[src/rtl/formula_simplifier_if.sv]
// Handshake and formula buses between the DPLL controller and the formula simplifier.
// A formula is carried as clause literals, per-clause lengths and the clause count.
interface formula_simplifier_if #(
  parameter int NUMBER_CLAUSES  = 16,
  parameter int NUMBER_LITERALS = 4,
  parameter int VAR_BITS        = 6
);
  localparam int FL_W = $clog2(NUMBER_CLAUSES) + 1;
  localparam int CL_W = $clog2(NUMBER_LITERALS) + 1;

  logic                                                simplify;
  logic [NUMBER_CLAUSES-1:0][NUMBER_LITERALS-1:0][VAR_BITS:0] in_clauses;
  logic [NUMBER_CLAUSES-1:0][CL_W-1:0]                 in_clause_len;
  logic [FL_W-1:0]                                     in_len;
  logic [VAR_BITS:0]                                   in_lit;
  logic                                                ended;
  logic                                                busy;
  logic                                                conflict;
  logic                                                empty;
  logic [NUMBER_CLAUSES-1:0][NUMBER_LITERALS-1:0][VAR_BITS:0] out_clauses;
  logic [NUMBER_CLAUSES-1:0][CL_W-1:0]                 out_clause_len;
  logic [FL_W-1:0]                                     out_len;

  modport master (
    output simplify, in_clauses, in_clause_len, in_len, in_lit,
    input  ended, busy, conflict, empty, out_clauses, out_clause_len, out_len
  );

  modport slave (
    input  simplify, in_clauses, in_clause_len, in_len, in_lit,
    output ended, busy, conflict, empty, out_clauses, out_clause_len, out_len
  );
endinterface

[src/rtl/formula_simplifier.sv]
// Applies one assigned literal to a formula, one clause per clock: drops satisfied
// clauses, strips the complement literal, compacts survivors and flags conflict/empty.
module formula_simplifier #(
  parameter int NUMBER_CLAUSES  = 16,
  parameter int NUMBER_LITERALS = 4,
  parameter int VAR_BITS        = 6
) (
  input logic                clock,
  input logic                reset,
  formula_simplifier_if.slave bus
);
  localparam int CI_W  = $clog2(NUMBER_CLAUSES);
  localparam int FL_W  = CI_W + 1;
  localparam int CL_W  = $clog2(NUMBER_LITERALS) + 1;
  localparam int LIT_W = VAR_BITS + 1;

  typedef logic [LIT_W-1:0] lit_t;
  typedef lit_t [NUMBER_LITERALS-1:0] clause_t;
  typedef enum logic {IDLE, SCAN} state_t;

  state_t                              state_reg, state_next;
  clause_t [NUMBER_CLAUSES-1:0]        s_clauses_reg, s_clauses_next;
  logic [NUMBER_CLAUSES-1:0][CL_W-1:0] s_clause_len_reg, s_clause_len_next;
  logic [FL_W-1:0]                     s_len_reg, s_len_next;
  lit_t                                s_lit_reg, s_lit_next;
  logic [FL_W-1:0]                     i_reg, i_next, w_reg, w_next;
  logic                                ended_reg, ended_next;
  logic                                conflict_reg, conflict_next;
  logic                                empty_reg, empty_next;
  clause_t [NUMBER_CLAUSES-1:0]        out_clauses_reg, out_clauses_next;
  logic [NUMBER_CLAUSES-1:0][CL_W-1:0] out_clause_len_reg, out_clause_len_next;
  logic [FL_W-1:0]                     out_len_reg, out_len_next;

  logic [FL_W-1:0]            limit;
  clause_t                    cur_lits;
  logic [CL_W-1:0]            cur_len_raw, cur_len;
  lit_t                       comp_lit;
  logic [NUMBER_LITERALS-1:0] valid, match, keep;
  logic [CL_W-1:0]            pos [NUMBER_LITERALS+1];
  clause_t                    new_clause;
  logic [CL_W-1:0]            new_len;
  logic                       has_lit;

  assign limit       = (s_len_reg > FL_W'(NUMBER_CLAUSES)) ? FL_W'(NUMBER_CLAUSES) : s_len_reg;
  assign cur_lits    = s_clauses_reg[i_reg[CI_W-1:0]];
  assign cur_len_raw = s_clause_len_reg[i_reg[CI_W-1:0]];
  assign cur_len     = (cur_len_raw > CL_W'(NUMBER_LITERALS)) ? CL_W'(NUMBER_LITERALS) : cur_len_raw;
  assign comp_lit    = {~s_lit_reg[VAR_BITS], s_lit_reg[VAR_BITS-1:0]};

  // pos[k] is the output slot of literal k: number of kept literals before it
  assign pos[0] = '0;
  for (genvar gi = 0; gi < NUMBER_LITERALS; gi++) begin : g_slot
    assign valid[gi]  = CL_W'(gi) < cur_len;
    assign match[gi]  = valid[gi] && (cur_lits[gi] == s_lit_reg);
    assign keep[gi]   = valid[gi] && (cur_lits[gi] != comp_lit);
    assign pos[gi+1]  = pos[gi] + CL_W'(keep[gi]);
  end

  assign has_lit = |match;
  assign new_len = pos[NUMBER_LITERALS];

  always_comb begin
    new_clause = '0;
    for (int j = 0; j < NUMBER_LITERALS; j++)
      for (int k = 0; k < NUMBER_LITERALS; k++)
        if (keep[k] && pos[k] == CL_W'(j))
          new_clause[j] = cur_lits[k];
  end

  always_comb begin
    state_next          = state_reg;
    s_clauses_next      = s_clauses_reg;
    s_clause_len_next   = s_clause_len_reg;
    s_len_next          = s_len_reg;
    s_lit_next          = s_lit_reg;
    i_next              = i_reg;
    w_next              = w_reg;
    ended_next          = 1'b0;
    conflict_next       = conflict_reg;
    empty_next          = empty_reg;
    out_clauses_next    = out_clauses_reg;
    out_clause_len_next = out_clause_len_reg;
    out_len_next        = out_len_reg;
    case (state_reg)
      IDLE: begin
        if (bus.simplify) begin
          s_clauses_next      = bus.in_clauses;
          s_clause_len_next   = bus.in_clause_len;
          s_len_next          = bus.in_len;
          s_lit_next          = bus.in_lit;
          i_next              = '0;
          w_next              = '0;
          conflict_next       = 1'b0;
          empty_next          = 1'b0;
          out_clauses_next    = '0;
          out_clause_len_next = '0;
          out_len_next        = '0;
          state_next          = SCAN;
        end
      end
      SCAN: begin
        if (i_reg < limit) begin
          if (!has_lit) begin
            if (new_len == '0) begin
              conflict_next = 1'b1;
              ended_next    = 1'b1;
              state_next    = IDLE;
            end else begin
              out_clauses_next[w_reg[CI_W-1:0]]    = new_clause;
              out_clause_len_next[w_reg[CI_W-1:0]] = new_len;
              w_next = w_reg + FL_W'(1);
            end
          end
          i_next = i_reg + FL_W'(1);
        end else begin
          out_len_next = w_reg;
          empty_next   = (w_reg == '0);
          ended_next   = 1'b1;
          state_next   = IDLE;
        end
      end
      default: state_next = IDLE;
    endcase
  end

  always_ff @(posedge clock or posedge reset) begin
    if (reset) begin
      state_reg          <= IDLE;
      s_clauses_reg      <= '0;
      s_clause_len_reg   <= '0;
      s_len_reg          <= '0;
      s_lit_reg          <= '0;
      i_reg              <= '0;
      w_reg              <= '0;
      ended_reg          <= 1'b0;
      conflict_reg       <= 1'b0;
      empty_reg          <= 1'b0;
      out_clauses_reg    <= '0;
      out_clause_len_reg <= '0;
      out_len_reg        <= '0;
    end else begin
      state_reg          <= state_next;
      s_clauses_reg      <= s_clauses_next;
      s_clause_len_reg   <= s_clause_len_next;
      s_len_reg          <= s_len_next;
      s_lit_reg          <= s_lit_next;
      i_reg              <= i_next;
      w_reg              <= w_next;
      ended_reg          <= ended_next;
      conflict_reg       <= conflict_next;
      empty_reg          <= empty_next;
      out_clauses_reg    <= out_clauses_next;
      out_clause_len_reg <= out_clause_len_next;
      out_len_reg        <= out_len_next;
    end
  end

  assign bus.ended          = ended_reg;
  assign bus.busy           = (state_reg == SCAN);
  assign bus.conflict       = conflict_reg;
  assign bus.empty          = empty_reg;
  assign bus.out_clauses    = out_clauses_reg;
  assign bus.out_clause_len = out_clause_len_reg;
  assign bus.out_len        = out_len_reg;
endmodule
[src/flat_wrapper.sv]
// flat-port wrapper written by rule: the top's interface ports become plain ports
module formula_simplifier_flat 
#(
  parameter int NUMBER_CLAUSES  = 16,
  parameter int NUMBER_LITERALS = 4,
  parameter int VAR_BITS        = 6
)
  (clock, reset, bus_simplify, bus_in_clauses, bus_in_clause_len, bus_in_len, bus_in_lit, bus_ended, bus_busy, bus_conflict, bus_empty, bus_out_clauses, bus_out_clause_len, bus_out_len);
  formula_simplifier_if #(.NUMBER_CLAUSES(NUMBER_CLAUSES), .NUMBER_LITERALS(NUMBER_LITERALS), .VAR_BITS(VAR_BITS)) bus_i ();
  input logic clock;
  input logic reset;
  input wire logic [$bits(bus_i.simplify)-1:0] bus_simplify;
  input wire logic [$bits(bus_i.in_clauses)-1:0] bus_in_clauses;
  input wire logic [$bits(bus_i.in_clause_len)-1:0] bus_in_clause_len;
  input wire logic [$bits(bus_i.in_len)-1:0] bus_in_len;
  input wire logic [$bits(bus_i.in_lit)-1:0] bus_in_lit;
  output wire logic [$bits(bus_i.ended)-1:0] bus_ended;
  output wire logic [$bits(bus_i.busy)-1:0] bus_busy;
  output wire logic [$bits(bus_i.conflict)-1:0] bus_conflict;
  output wire logic [$bits(bus_i.empty)-1:0] bus_empty;
  output wire logic [$bits(bus_i.out_clauses)-1:0] bus_out_clauses;
  output wire logic [$bits(bus_i.out_clause_len)-1:0] bus_out_clause_len;
  output wire logic [$bits(bus_i.out_len)-1:0] bus_out_len;
  assign bus_i.simplify = bus_simplify;
  assign bus_i.in_clauses = bus_in_clauses;
  assign bus_i.in_clause_len = bus_in_clause_len;
  assign bus_i.in_len = bus_in_len;
  assign bus_i.in_lit = bus_in_lit;
  assign bus_ended = bus_i.ended;
  assign bus_busy = bus_i.busy;
  assign bus_conflict = bus_i.conflict;
  assign bus_empty = bus_i.empty;
  assign bus_out_clauses = bus_i.out_clauses;
  assign bus_out_clause_len = bus_i.out_clause_len;
  assign bus_out_len = bus_i.out_len;
  formula_simplifier #(.NUMBER_CLAUSES(NUMBER_CLAUSES), .NUMBER_LITERALS(NUMBER_LITERALS), .VAR_BITS(VAR_BITS)) u_core (.clock(clock), .reset(reset), .bus(bus_i));
endmodule
[config.mk]
export PLATFORM = sky130hd
export DESIGN_NAME = formula_simplifier_flat
export DESIGN_NICKNAME = d
export VERILOG_FILES = /design/src/rtl/formula_simplifier_if.sv /design/src/rtl/formula_simplifier.sv /design/src/flat_wrapper.sv
export SDC_FILE = /design/constraint.sdc
export NUM_CORES = 2
export LEC_CHECK = 0
export BUFFER_PORTS_ARGS = -buffer_cell sky130_fd_sc_hd__buf_4
export CORE_AREA = 8 8 390 392
export DETAILED_ROUTE_END_ITERATION = 16
export DIE_AREA = 0 0 398 400
export SYNTH_ARGS = -nofsm -noshare
export SYNTH_HDL_FRONTEND = slang
export SYNTH_SLANG_ARGS = --single-unit
[constraint.sdc]
create_clock -name clock -period 62 [get_ports clock]
set_input_delay 9.3 -clock clock [delete_from_list [all_inputs] [get_ports clock]]
set_output_delay 9.3 -clock clock [all_outputs]
set_load 0.03 [all_outputs]
=== Word level (Yosys, flattened, before mapping) ===
Index checks and enable logic that the tools add are counted.

* Word-level logic and storage cells: 294
* Input port bits: 511
* Output and inout port bits: 505
* Flip-flop bits (word level): 1023

* Bitwise logic cells: 2
* Eq/ne operators: 20
* Reduce and logical (&&, ||, !) cells: 30
* $add $sub $neg: 5
* Mux-type cells: 58
* Magnitude comparators: 10

{| class="wikitable"
|+ Operators with widths
! operator !! count
|-
| $mux 448 || 4
|-
| $pmux 448 s2 || 1
|-
| $bwmux 448 || 1
|-
| $mux 48 || 4
|-
| $bmux 28 s4 || 1
|-
| $demux 28 s4 || 1
|-
| $pmux 48 s2 || 1
|-
| $mux 7 || 11
|-
| $mux 28 || 2
|-
| $bwmux 48 || 1
|-
| $mux 5 || 7
|-
| $pmux 5 s2 || 3
|-
| $eq 7x7->1 || 4
|-
| $ne 7x7->1 || 4
|-
| $logic_and 1x1->1 || 19
|-
| $mux 1 || 13
|-
| $bmux 3 s4 || 1
|-
| $demux 3 s4 || 1
|-
| $eq 3x2->1 const B || 4
|-
| $logic_not 3->1 || 4
|-
| $ne 2x2->1 const B || 6
|-
| $add 5x1->5 const B || 2
|-
| $lt 4x5->1 const B || 2
|-
| $mux 3 || 3
|-
| other kinds (15) || 25
|}

=== Logic depth before layout (Yosys ltp) ===
* Depth in word-level cells: 16
* Gate-level depth with buffers: 25
* Gate-level depth less buffers: 17

=== Worst setup path after synthesis ===
OpenSTA, ideal clock, no wires.

* Path kind: input port to flip-flop
* Start: input bus_simplify
* End: register u_core.s_clause_len_reg[0] (netlist name)
* Setup slack: 51.273 ns
* Data arrival time: 10.602 ns
* Stages on the path: 5
* Path through: nand2_1 -> clkbuf_1 -> clkbuf_1 -> clkbuf_1 -> mux2_2

* Cells in the longest elaborated chain, start to end: 1

{| class="wikitable"
|+ Ends and longest elaborated chain
! item !! line !! text
|-
| start: declaration || flat_wrapper.sv:12 || <nowiki>input wire logic [$bits(bus_i.simplify)-1:0] bus_simplify;</nowiki>
|-
| $reduce_and 2->1 (no line) || n/a ||
|-
| end signal: assignment || formula_simplifier.sv:144 || <nowiki>s_clause_len_reg <= s_clause_len_next;</nowiki>
|-
| end: declaration || formula_simplifier.sv:23 || <nowiki>logic [NUMBER_CLAUSES-1:0][CL_W-1:0] s_clause_len_reg, s_clause_len_next;</nowiki>
|}

Every way passes these cells.
A chain may end at the register's enable or synchronous reset.

=== Worst setup path in the final report ===
* Start: input bus_simplify
* End: register u_core.s_clauses_reg[147] (netlist name)

* Cells in the longest elaborated chain, start to end: 1

{| class="wikitable"
|+ Ends and longest elaborated chain
! item !! line !! text
|-
| $reduce_and 2->1 (no line) || n/a ||
|-
| end signal: assignment || formula_simplifier.sv:143 || <nowiki>s_clauses_reg <= s_clauses_next;</nowiki>
|-
| end: declaration || formula_simplifier.sv:22 || <nowiki>clause_t [NUMBER_CLAUSES-1:0] s_clauses_reg, s_clauses_next;</nowiki>
|}

Every way passes these cells.

==> flow_metrics.py <==
metrics = {
    "timing": {
        "slew_viol_final": 0,
        "timing.fmax_mhz": 73.2,
        "max-slew-margin-rel_pct": 21.0,
        "rsz0062_at_grt": "false",
        "period_share_pct": 22.0,
        "finalSetupViolations": 0,
        "skew_ps": 36.3,
        "hold_violations": 0,
        "timing.setup.tns_ps": 0,
        "tightest_slew_ps": 1190,
        "fin_crit_ps": 13650,
    },
    "critical_path": {
        "slowest_delay_ps": 980,
        "critical_path_required_ps": 62580,
        "cp_top_family": "buffers and inverters",
        "reg2reg_depth": 19,
        "crit_buf_inv": 5,
        "r2r_slack_ps": 52800,
        "slowest_stage": "buf_4",
        "worstSetupPathType": "in2reg",
        "cp.arrival_ps": 14230,
        "cp_num_cells": 7,
        "critPathLaunchType": "input port",
        "crit_chain": "buf_4 -> nand2_4 -> buf_4 -> buf_4 -> buf_4 -> buf_4 -> mux2_2",
        "r2r-start": "u_core.i_reg[1]",
        "critPathCapture": "u_core.s_clauses_reg[147]",
        "critPathMaxFanout": 87,
        "crit_top_cell": "buf_4",
        "startpoint": "bus_simplify",
        "r2r-end": "u_core.bus.out_clauses[203]",
        "end_kind": "flip-flop",
    },
    "finish": {
        "fillCellCount": 14000,
        "regArea_mm2": 0.0256,
        "drive_above_1_share_pct": 43.4,
        "fin_nets": 4924,
        "multi_input_area_mm2": 0.0189,
        "area.growth.synth_to_final_pct": 29.6,
    },
    "clocking": {
        "post_cts_buffers": 0,
        "cts_resized": 0,
        "cts_tree": "built",
        "path_clk_slew_ps": 60,
        "postCtsHoldBufs": 0,
        "cts.sinks": 1023,
        "clkLatencyLatePin_ps": 730,
        "cts_buffers": 111,
        "clockRootBuffer": "clkbuf_16",
        "clk_path_buf_depth": 3,
        "htree_levels": 3,
    },
    "routing": {
        "routed_wirelength_mm": 172,
        "num_vias": 31700,
        "drc": 0,
        "vias_per_cell": 4.92,
        "ant_nets": 0,
        "dr.pass1.iters": 5,
        "drt_iter0_drc": 1972,
        "wl_per_cell_um": 26.8,
    },
    "placed_design": {
        "gp_congestion": 0.818,
        "dp_hpwl_mm": 125,
        "io_buffer_count": 1015,
    },
    "die": {
        "placementRows": 141,
        "die_area_mm2": 0.159,
        "die_x_um": 398,
        "core_mm2": 0.146,
        "num_io_pins": 1016,
        "start_util_pct": 31.2,
        "die_h_um": 400,
    },
    "yosys": {
        "synth_top_area_share_pct": 56.1,
        "synth.area.top_cells": "dfrtp_1 56%, mux2i_1 14%, mux2_2 13%",
        "avgSynthCellArea_um2": 13.2,
        "ys_types": 76,
        "syn-num-nets": 3977,
        "syn_area_mm2": 0.0457,
        "yosysWarnings": 0,
        "synthFlopType": "dfrtp_1",
        "ys_ff_latch": 1023,
        "synth_edf_count": 0,
        "ys_seq_area_share_pct": 56.1,
        "yosysTopAreaCell": "dfrtp_1",
        "syn_inst": 3448,
        "async_reset_ff_share_pct": 100,
    },
    "global_route": {
        "grt_usage_pct": 20.8,
        "grt_remaining_overflow": 0,
        "grt_max_degree": 141,
        "antenna_found_initial": 44,
        "grt_pass1_wl_mm": 243,
        "grt_pass1_vias": 33400,
    },
    "power_and_ir_drop": {
        "power_w": 0.00391,
        "p_per_area_mw_per_mm2": 66.0,
        "leakage_nw": 30.2,
        "vdd_drop_max_mv": 0.119,
    },
    "job": {
        "cap_viol_max_count": 0,
    },
    "status": {
        "outcome": "complete, no violations",
    },
    "hold_path": {
        "min_path_type": "reg2reg",
    },
}
==> worst register-to-register path, stage by stage (launching register included) <==
cell and delay, ps:
dfrtp_4 670, buf_4 590, buf_4 710, mux2i_1 480, a22o_1 250, nor3_1 60
nor4b_1 830, o2111ai_1 490, or3_1 550, nand2_1 150, fa_1 490, inv_1 150
ha_1 160, inv_1 50, fa_1 830, and3_1 450, nor4_4 720, nand4_1 590
buf_4 520, mux2i_1 280
==> worst min-delay path by stage <==
| stage | end | from | slack [ps] | depth (start not counted) |
|---|---|---|---|---|
| finish | u_core.s_clauses_reg[236] | u_core.s_clauses_reg[236] | 500 | 1 |
| detailed placement | u_core.s_clauses_reg[259] | u_core.s_clauses_reg[259] | 490 | 1 |
| global route | u_core.s_clauses_reg[434] | u_core.s_clauses_reg[434] | 500 | 1 |
| floorplan | u_core.w_reg[4] | u_core.w_reg[4] | 460 | 1 |
| global placement | u_core.s_clauses_reg[259] | u_core.s_clauses_reg[259] | 480 | 1 |
| CTS | u_core.s_clauses_reg[434] | u_core.s_clauses_reg[434] | 500 | 1 |
==> routing by layer <==
| metal | global-route usage, % | share of wire (%) | up-vias |
|---|---|---|---|
| met5 | 0 | 0.12 | - |
| met3 | 6.30 | 7.5 | 202 |
| met1 | 25.1 | 40 | 16400 |
| li1 | - | - | 14100 |
| met2 | 36.4 | 50 | 995 |
| met4 | 5.39 | 2.2 | 30 |
==> synthesized netlist by cell type (all sizes together) (6+ instances only) <==
cell and count:
o21ai 31, nand3 33, mux2i 624, nand4 23, and3 11, ha 16, buf 127, and2 6
nor3 7, mux2 525, nand2 554, mux4 91, a22o 13, inv 24, dfrtp 1023, a31oi 7
o21a 6, clkbuf 137, nor2 40, xnor2 16, xor2 8, a22oi 21, nand2b 6, nor2b 12
a21oi 7
==> cells in the final DEF (no fill, tap or decap), types with 7 or more instances in the layout <==
cell type / n
nand4_1: 23
clkbuf_8: 32
buf_4: 1095
nor2_1: 40
a22o_1: 13
dfrtp_1: 1019
a22oi_1: 15
diode_2: 22
mux2i_4: 8
o21ai_0: 26
nand3_1: 32
inv_1: 23
clkbuf_1: 22
xnor2_1: 16
and3_1: 11
nand2_1: 553
xor2_1: 8
mux2i_1: 613
nor2b_1: 11
clkinv_2: 21
nor3_1: 7
ha_1: 16
clkbuf_16: 112
mux2_2: 525
mux4_2: 91
==> kinds of logic (layout without fill, tap and decap cells) <==
kind of cell             after synthesis  in the layout  synth area share [%]
multiplexers                        1240           1240                  31.1
flip-flops                          1023           1023                  56.1
AND/OR/NAND/NOR                      719            719                  6.63
buffers and inverters                289           1329                  2.98
AO/OA/AOI/OAI                        135            135                  2.24
XOR/XNOR                              24             24                 0.460
adder cells (fa/ha/maj)               18             18                 0.526
other                                  0             22                     0
==> per-stage QoR <==
stage | instance area, um^2 | cells | hold slack [ps] | setup WS (ps) | util (%)
floorplan | 45700 | 3448 | 459 | 23910 | -
global placement | 55300 | 6211 | 482 | 47710 | 37.8
detailed placement | 55300 | 6212 | 488 | 47710 | 37.8
CTS | 59100 | 6418 | 502 | 48490 | 40.4
global route | 59200 | 6426 | 504 | 48120 | 40.5
finish | 59200 | 6440 | 497 | 48350 | 40.5
==> layout make-up <==
type / instances / share of cell area (%)
sequential: 1023 / 43.3
multi-input combinational: 2136 / 32.0
timing repair buffer: 1098 / 14.0
clock buffer: 166 / 5.62
tap: 1930 / 4.08
clock inverter: 40 / 0.799
inverter: 25 / 0.171
antenna: 22 / 0.0930
==> where the power goes <==
group          internal (W)  switching [W]
logic              0.000731        0.00147
registers          0.000887       0.000140
clock network      0.000397       0.000286
total               0.00201        0.00189
No activity file was read; power rests on OpenSTA's default activity.
